==> src/rtl/adder_arbiter_if.sv <==
// Bundle of request, operand, grant and result signals between the requester
// clients/result consumer and the shared adder arbiter.
//   req       : request bit per requester
//   a_in/b_in : packed operands, requester i at [i*size +: size]
//   c_in      : carry-in per requester
//   gnt       : one-hot grant pulse
//   busy      : arbiter is not idle
//   res_*     : result payload with valid/ready handshake
//   op_cnt    : completed-transaction counter
interface adder_arbiter_if #(
    parameter int unsigned size = 8,
    parameter int unsigned nreq = 4,
    parameter int unsigned idw  = 2
);
    logic [nreq-1:0]      req;
    logic [nreq*size-1:0] a_in;
    logic [nreq*size-1:0] b_in;
    logic [nreq-1:0]      c_in;
    logic [nreq-1:0]      gnt;
    logic                 busy;
    logic                 res_valid;
    logic                 res_ready;
    logic [size-1:0]      res_sum;
    logic                 res_cout;
    logic [idw-1:0]       res_id;
    logic [15:0]          op_cnt;

    // Client side: requesters and result consumer
    modport master (
        output req, a_in, b_in, c_in, res_ready,
        input  gnt, busy, res_valid, res_sum, res_cout, res_id, op_cnt
    );

    // Arbiter side
    modport slave (
        input  req, a_in, b_in, c_in, res_ready,
        output gnt, busy, res_valid, res_sum, res_cout, res_id, op_cnt
    );
endinterface

==> src/rtl/adder_arbiter.sv <==
// Round-robin arbiter sharing one registered adder between nreq requesters.
// A winner is chosen in IDLE, its operands latched, the sum computed in CALC
// and held in HOLD until the consumer accepts it.
//   clk   : rising-edge clock
//   rst_n : synchronous active-low reset
//   bus   : adder_arbiter_if slave modport (requests, operands, grant, result)
module adder_arbiter #(
    parameter int unsigned size = 8,
    parameter int unsigned nreq = 4,
    parameter int unsigned idw  = 2
) (
    input  logic           clk,
    input  logic           rst_n,
    adder_arbiter_if.slave bus
);
    localparam int unsigned sw = size + 1;

    typedef enum logic [1:0] {IDLE, CALC, HOLD} state_t;

    state_t          state;
    logic [idw-1:0]  last;
    logic [idw-1:0]  win_id;
    logic [size-1:0] op_a;
    logic [size-1:0] op_b;
    logic            op_c;

    logic [idw-1:0]  pick_c;
    logic [idw-1:0]  idx_c;
    logic            found_c;
    logic [size-1:0] sel_a_c;
    logic [size-1:0] sel_b_c;
    logic            sel_c_c;

    // Winner search: first set req bit starting just after the last winner
    always_comb begin
        pick_c  = '0;
        idx_c   = '0;
        found_c = 1'b0;
        sel_a_c = '0;
        sel_b_c = '0;
        sel_c_c = 1'b0;
        for (int unsigned k = 1; k <= nreq; k++) begin
            idx_c = idw'((32'(last) + k) % nreq);
            if (!found_c && bus.req[idx_c]) begin
                found_c = 1'b1;
                pick_c  = idx_c;
            end
        end
        for (int unsigned i = 0; i < nreq; i++) begin
            if (pick_c == idw'(i)) begin
                sel_a_c = bus.a_in[i*size +: size];
                sel_b_c = bus.b_in[i*size +: size];
                sel_c_c = bus.c_in[i];
            end
        end
    end

    // Sequencer: IDLE grants and latches, CALC adds, HOLD waits for handshake
    always_ff @(posedge clk) begin
        if (!rst_n) begin
            state         <= IDLE;
            last          <= idw'(nreq - 1);
            win_id        <= '0;
            op_a          <= '0;
            op_b          <= '0;
            op_c          <= 1'b0;
            bus.gnt       <= '0;
            bus.busy      <= 1'b0;
            bus.res_valid <= 1'b0;
            bus.res_sum   <= '0;
            bus.res_cout  <= 1'b0;
            bus.res_id    <= '0;
            bus.op_cnt    <= '0;
        end else begin
            bus.gnt <= '0;
            case (state)
                IDLE: begin
                    if (found_c) begin
                        bus.gnt  <= nreq'(1) << pick_c;
                        op_a     <= sel_a_c;
                        op_b     <= sel_b_c;
                        op_c     <= sel_c_c;
                        win_id   <= pick_c;
                        last     <= pick_c;
                        bus.busy <= 1'b1;
                        state    <= CALC;
                    end
                end
                CALC: begin
                    {bus.res_cout, bus.res_sum} <= sw'(op_a) + sw'(op_b) + sw'(op_c);
                    bus.res_id    <= win_id;
                    bus.res_valid <= 1'b1;
                    state         <= HOLD;
                end
                HOLD: begin
                    if (bus.res_valid && bus.res_ready) begin
                        bus.res_valid <= 1'b0;
                        bus.op_cnt    <= bus.op_cnt + 16'd1;
                        bus.busy      <= 1'b0;
                        state         <= IDLE;
                    end
                end
                default: begin
                    bus.busy      <= 1'b0;
                    bus.res_valid <= 1'b0;
                    state         <= IDLE;
                end
            endcase
        end
    end
endmodule

==> src/flat_wrapper.sv <==
// flat-port wrapper written by rule: the top's interface ports become plain ports
module adder_arbiter_flat 
#(
    parameter int unsigned size = 8,
    parameter int unsigned nreq = 4,
    parameter int unsigned idw  = 2
)
  (clk, rst_n, bus_req, bus_a_in, bus_b_in, bus_c_in, bus_res_ready, bus_gnt, bus_busy, bus_res_valid, bus_res_sum, bus_res_cout, bus_res_id, bus_op_cnt);
  adder_arbiter_if #(.size(size), .nreq(nreq), .idw(idw)) bus_i ();
  input  logic clk;
  input  logic rst_n;
  input wire logic [$bits(bus_i.req)-1:0] bus_req;
  input wire logic [$bits(bus_i.a_in)-1:0] bus_a_in;
  input wire logic [$bits(bus_i.b_in)-1:0] bus_b_in;
  input wire logic [$bits(bus_i.c_in)-1:0] bus_c_in;
  input wire logic [$bits(bus_i.res_ready)-1:0] bus_res_ready;
  output wire logic [$bits(bus_i.gnt)-1:0] bus_gnt;
  output wire logic [$bits(bus_i.busy)-1:0] bus_busy;
  output wire logic [$bits(bus_i.res_valid)-1:0] bus_res_valid;
  output wire logic [$bits(bus_i.res_sum)-1:0] bus_res_sum;
  output wire logic [$bits(bus_i.res_cout)-1:0] bus_res_cout;
  output wire logic [$bits(bus_i.res_id)-1:0] bus_res_id;
  output wire logic [$bits(bus_i.op_cnt)-1:0] bus_op_cnt;
  assign bus_i.req = bus_req;
  assign bus_i.a_in = bus_a_in;
  assign bus_i.b_in = bus_b_in;
  assign bus_i.c_in = bus_c_in;
  assign bus_i.res_ready = bus_res_ready;
  assign bus_gnt = bus_i.gnt;
  assign bus_busy = bus_i.busy;
  assign bus_res_valid = bus_i.res_valid;
  assign bus_res_sum = bus_i.res_sum;
  assign bus_res_cout = bus_i.res_cout;
  assign bus_res_id = bus_i.res_id;
  assign bus_op_cnt = bus_i.op_cnt;
  adder_arbiter #(.size(size), .nreq(nreq), .idw(idw)) u_core (.clk(clk), .rst_n(rst_n), .bus(bus_i));
endmodule
==> config.mk <==
export PLATFORM = sky130hd
export DESIGN_NAME = adder_arbiter_flat
export DESIGN_NICKNAME = d
export VERILOG_FILES = /design/src/rtl/adder_arbiter_if.sv /design/src/rtl/adder_arbiter.sv /design/src/flat_wrapper.sv
export SDC_FILE = /design/constraint.sdc
export NUM_CORES = 1
export LEC_CHECK = 0
export CAP_MARGIN = 5
export CORE_AREA = 2 2 117 74
export DETAILED_ROUTE_END_ITERATION = 12
export DIE_AREA = 0 0 119 76
export PLACE_DENSITY_LB_ADDON = 0.2
export SETUP_SLACK_MARGIN = 0.05
export SLEW_MARGIN = 10
export SYNTH_ARGS = -nofsm -noshare
export SYNTH_HDL_FRONTEND = slang
export SYNTH_SLANG_ARGS = --single-unit
==> constraint.sdc <==
create_clock -name clk -period 2.5 [get_ports clk]
set_clock_uncertainty 0.1 [all_clocks]
set_input_delay 0.5 -clock clk [delete_from_list [all_inputs] [get_ports clk]]
set_output_delay 0.5 -clock clk [all_outputs]
set_load 0.1 [all_outputs]
# Word level (Yosys, flattened, before mapping)
# Index checks and enable logic that the tools add are counted.
totals:
  regBits: 56
  in_bits: 75
  out_inout_bits: 33
  elab_cells: 84
classes:
  n_addsub: 7
  magnitude_cmp: 4
  eq_ne: 7
  shift: 1
  muxes: 35
  bitwise_logic: 2
  n_reduce_logical: 15
op_table:
  columns: ["operator", "count"]
  rows:
  - ["$mux W8", 8]
  - ["$add A16 B1 Y16 const B", 1]
  - ["$mux W1", 14]
  - ["$lt A2 B3 Y1 const B", 4]
  - ["$mux W2", 6]
  - ["$add A8 B8 Y9", 1]
  - ["$add A9 B1 Y9", 1]
  - ["$bmux W1 S2", 4]
  - ["$reduce_and A2 Y1", 4]
  - ["$eq A2 B2 Y1 const B", 3]
  - ["$pmux W1 S3", 2]
  - ["$pmux W2 S3", 1]
  - ["$reduce_and A3 Y1", 2]
  - ["$add A2 B1 Y2 const B", 2]
  - ["$add A2 B2 Y2 const B", 2]
  - ["$eq A2 B1 Y1 const B", 2]
  - ["$logic_and A1 B1 Y1", 4]
  - ["$logic_not A2 Y1", 2]
  - ["$ne A2 B1 Y1 const B", 2]
  - ["$shl A1 B2 Y4 const A", 1]
  - ["$logic_not A1 Y1", 3]
  - ["$not A1 Y1", 2]

# Depth between registers and ports, before layout
depth:
  depth_word: 18
  mapped_depth: 8
  mapped_depth_nobuf: 8

# Least setup slack after synthesis
# OpenSTA, ideal clock, no wires.
synth_timing:
  path_kind: "register to register"
  startpoint: "register u_core.bus.res_valid"
  endpoint: "register u_core.bus.op_cnt[15]"
  setup_ps: 67
  arrival_ps: 2100
  required_ps: 2333
  slack_ps: 233
  path_stages_with_launch: 8
  n_path_buf: 2
  period_less_slack_ps: 2267
  path_cell_list: "dfxtp_1 and4b_1 buf_2 and4_1 buf_4 nand4_1 xor2_1 nor2_1"
synth_between:
  elab_chain_cells: 2
synth_lines:
  columns: ["item", "line", "rtl"]
  rows:
  - ["start: declaration", "adder_arbiter_if.sv:37", "output gnt, busy, res_valid, res_sum, res_cout, res_id, op_cnt"]
  - ["start signal: assignment", "adder_arbiter.sv:69", "bus.res_valid <= 1'b0;"]
  - ["start signal: assignment", "adder_arbiter.sv:92", "bus.res_valid <= 1'b1;"]
  - ["start signal: assignment", "adder_arbiter.sv:97", "bus.res_valid <= 1'b0;"]
  - ["$logic_and A1 B1 Y1", "adder_arbiter.sv:96", "if (bus.res_valid && bus.res_ready) begin"]
  - ["$reduce_and A2 Y1 (no source line)", null, null]
  - ["end signal: assignment", "adder_arbiter.sv:98", "bus.op_cnt <= bus.op_cnt + 16'd1;"]
  - ["end: declaration", "adder_arbiter_if.sv:37", null]
# Every way passes these cells.
# A chain may end at the register's enable or synchronous reset.

# Worst setup path in the final report
layout_timing:
  startpoint: "register u_core.op_a[0]"
  endpoint: "register u_core.bus.res_cout"
layout_between:
  elab_chain_cells: 2
layout_lines:
  columns: ["item", "line", "rtl"]
  rows:
  - ["start: declaration", "adder_arbiter.sv:23", "logic [size-1:0] op_a;"]
  - ["start signal: assignment", "adder_arbiter.sv:80", "op_a <= sel_a_c;"]
  - ["$add A8 B8 Y9", "adder_arbiter.sv:90", "{bus.res_cout, bus.res_sum} <= sw'(op_a) + sw'(op_b) + sw'(op_c);"]
  - ["$add A9 B1 Y9", "adder_arbiter.sv:90", null]
  - ["end signal: assignment", "adder_arbiter.sv:90", null]
  - ["end: declaration", "adder_arbiter_if.sv:37", null]
# Every way passes these cells.

==> results.py <==
metrics = {
    "clocking": {
        "clock_sinks": 56,
        "clock_latency_ns": 0.29,
        "cts-root-buf": "clkbuf_16",
        "htreeDepth": 2,
        "cts_buffers": 5,
        "cts_tree": "yes",
        "cts_buffer_depth": 2,
        "clkTransAtPathRegs_ns": 0.07,
    },
    "die": {
        "die_x_um": 119,
        "core.rowCount": 26,
        "die_area_um2": 9040,
        "start_util_pct": 38.5,
        "boundaryPins": 108,
        "die_y_um": 76,
        "core_area_um2": 8100,
    },
    "yosys": {
        "ys.flop_type": "dfxtp_1",
        "ys_ff_latch": 56,
        "yosysMostFrequentCell": "dfxtp_1",
        "yosysUniqueCellTypes": 47,
        "netlist_top_cells_area": "dfxtp_1 (36%), mux2i_1 (6.7%), and4_1 (5.3%)",
        "synth_nets": 458,
        "synth_top_area_share_pct": 36.0,
        "ys_warn_count": 0,
        "syn_area_per_cell_um2": 8.36,
        "synth.largest_area_cell": "dfxtp_1",
        "synth_common_cells": "dfxtp_1 (56), nand2_1 (39), nor2_1 (31)",
        "syn_area_um2": 3120,
        "seq_area_frac_synth_pct": 36.0,
        "async_flop_share_pct": 0,
        "syn-instance-count": 373,
        "synth_edf_count": 0,
    },
    "global_routing": {
        "grt_pass1_wl_um": 14100,
        "grt_usage_pct": 18.9,
        "grt_pass1_vias": 2893,
        "overflow": 0,
        "antenna_found_initial": 0,
        "grt_max_degree": 34,
    },
    "sta": {
        "worstMarginPinSlew_ns": 0.587,
        "fmax_mhz": 438,
        "finalMaxSlewViolations": 0,
        "setup_ws_ns": 0.217,
        "final-setup-viol-count": 0,
        "rsz0062_at_grt": "true",
        "hold_viol": 0,
        "timing.final.crit_share_pct": 91.3,
        "period_needed_ns": 2.28,
        "tns_ns": 0,
        "relSlewSlack_pct": 60.6,
        "fin_hold_ws_ns": 0.356,
    },
    "finish": {
        "fin_nets": 558,
        "ff_latch_area_um2": 1120,
        "multi_input_area_um2": 1800,
        "drive_gt1_share_pct": 12.9,
        "fin_cells": 585,
        "nFillCells": 775,
        "antenna_cells": 0,
        "syn_to_final_growth_pct": 41.8,
    },
    "place": {
        "portBuffers": 107,
        "post-place-ws_ns": -0.00879,
        "placed_cells": 578,
        "place_congestion": 0.843,
        "place_hpwl_um": 6520,
    },
    "min_path": {
        "hold_start": "u_core.bus.res_cout$_SDFFE_PN0P_",
        "hold_end": "u_core.bus.res_cout$_SDFFE_PN0P_",
        "worstHoldPathType": "reg2reg",
        "whs_path_depth": 2,
    },
    "setup_path": {
        "cp_cell_sequence": "fa_1, inv_1, fa_1, nand2b_1, a21oi_2, o21ai_1, a2111o_1, a21oi_1",
        "crit_slowest_cell": "dfxtp_1",
        "reg2regPathDepth": 8,
        "critPathLaunchType": "flop",
        "end_kind": "flop",
        "r2r_end": "u_core.bus.res_cout$_SDFFE_PN0P_",
        "r2r_start": "u_core.op_a[0]$_SDFFE_PN0P_",
        "cp_max_fo": 3,
        "worstPathArrival_ns": 2.40,
        "crit_type": "reg2reg",
        "critPathRequiredTime_ns": 2.62,
        "crit_top_cell": "fa_1",
        "r2r_slack_ns": 0.22,
        "cpPeakStageDelay_ns": 0.40,
    },
    "detailed_routing": {
        "vias": 3041,
        "drcViolationCount": 0,
        "drtAntennaViolNets": 0,
        "wl_um": 8340,
        "first_pass_iters": 4,
        "drt_iter0_drc": 164,
        "via_per_inst": 5.20,
        "wl_per_cell_um": 14.3,
    },
    "power": {
        "peakVddDrop_mv": 0.342,
        "p_leak_nw": 1.83,
        "cellPowerDensity_nw_per_um2": 658,
        "total_power_mw": 2.91,
    },
    "run": {
        "cap_violations": 0,
    },
    "outcome": {
        "status": "completed",
    },
}
## area by class of cell
| class | instances | area share [%] |
|---|---|---|
| clock inverter | 2 | 1.36 |
| clock buffer | 5 | 2.83 |
| tap | 112 | 3.17 |
| inverter | 21 | 1.78 |
| timing repair buffer | 118 | 24.8 |
| sequential | 56 | 25.4 |
| multi-input combinational | 271 | 40.6 |
## metrics by stage
step,area (um2),utilization [%]
after floorplan,3120,-
after global placement,4230,52.2
after detailed placement,4230,52.2
after CTS,4410,54.5
after global routing,4420,54.5
final,4420,54.5
## where the power goes
group          leakage, nW  internal, mW  switching, mW
clock               0.0899         0.569          0.309
sequential           0.458         0.991         0.0792
combinational         1.28         0.390          0.572
total                 1.83          1.95          0.960
## routing by layer
layer	up-vias	share of wire, %	track usage [%]
met4	0	0.88	3.69
met5	-	0	0
met3	6	4.8	3.59
li1	1543	-	-
met1	1425	49	26.8
met2	67	45	30.1
## registers in the layout, indices dropped and copies added, names as in the netlist, 2 cells and up
name	cells
u_core.state	2
u_core.bus.res_id	2
u_core.op_b	8
u_core.last	2
u_core.op_a	8
u_core.bus.res_sum	8
u_core.win_id	2
u_core.bus.op_cnt	16
u_core.bus.gnt	4
## critical path, delay by kind of cell, from the launching register on
kind	cells	cell delay [ns]
DFF	1	0.40
buffers and inverters	1	0.06
and+or+nand+nor	1	0.20
AOI/OAI and AO/OA	4	0.81
adders and majority gates	2	0.65
## cell families (layout without fill, tap and decap cells)
family,count (synthesis),after routing,share of synthesized area (%)
AND/OR/NAND/NOR,132,132,23.0
flip-flops,56,56,36.0
adder cells (fa/ha/maj),10,10,4.50
XOR/XNOR,14,14,3.93
buffers and inverters,46,146,6.70
AO/OA/AOI/OAI,94,94,19.2
multiplexers,21,21,6.74
## placed cells by master, fill, tap and decap left out, types with 2 or more instances in the layout
| cell type | instances |
|---|---|
| a211oi_1 | 4 |
| a21o_1 | 2 |
| a21oi_1 | 12 |
| a31oi_1 | 18 |
| and2_1 | 2 |
| and3_1 | 4 |
| and4_1 | 19 |
| buf_12 | 2 |
| buf_4 | 42 |
| bufinv_16 | 2 |
| clkbuf_16 | 5 |
| clkdlybuf4s50_1 | 74 |
| dfxtp_1 | 55 |
| fa_1 | 2 |
| ha_1 | 8 |
| inv_1 | 21 |
| mux2i_1 | 21 |
| nand2_1 | 39 |
| nand2b_1 | 6 |
| nand3_1 | 12 |
| nand4_1 | 2 |
| nor2_1 | 31 |
| nor2b_1 | 4 |
| nor3_1 | 3 |
| nor4_2 | 2 |
| o211ai_1 | 18 |
| o21ai_0 | 24 |
| o21ai_1 | 2 |
| o21ai_2 | 3 |
| o21bai_1 | 2 |
| or3_1 | 3 |
| xnor2_1 | 2 |
| xor2_1 | 12 |
## worst max path at each step
| stage | from | endpoint | cells past startpoint |
|---|---|---|---|
| finish | u_core.op_a[0]$_SDFFE_PN0P_ | u_core.bus.res_cout$_SDFFE_PN0P_ | 8 |
| detailed placement | bus_req[3] | u_core.op_a[7]$_SDFFE_PN0P_ | 6 |
| floorplan | u_core.bus.res_valid$_SDFFE_PN0P_ | u_core.bus.op_cnt[15]$_SDFFE_PN0P_ | 7 |
| global route | u_core.op_a[0]$_SDFFE_PN0P_ | u_core.bus.res_sum[6]$_SDFFE_PN0P_ | 8 |
| CTS | u_core.op_c$_SDFFE_PN0P_ | u_core.bus.res_sum[6]$_SDFFE_PN0P_ | 8 |
| global placement | bus_req[3] | u_core.op_b[3]$_SDFFE_PN0P_ | 6 |
## what timing repair did
item | in CTS | in global routing
setup buffers | 0 | 0
pin swaps | 0 | 1
resized for setup | 1 | 3
hold buffers | 0 | 0
endpoints found under the setup margin | 1 | 2
Note: power is estimated with default switching activity, not from simulation.
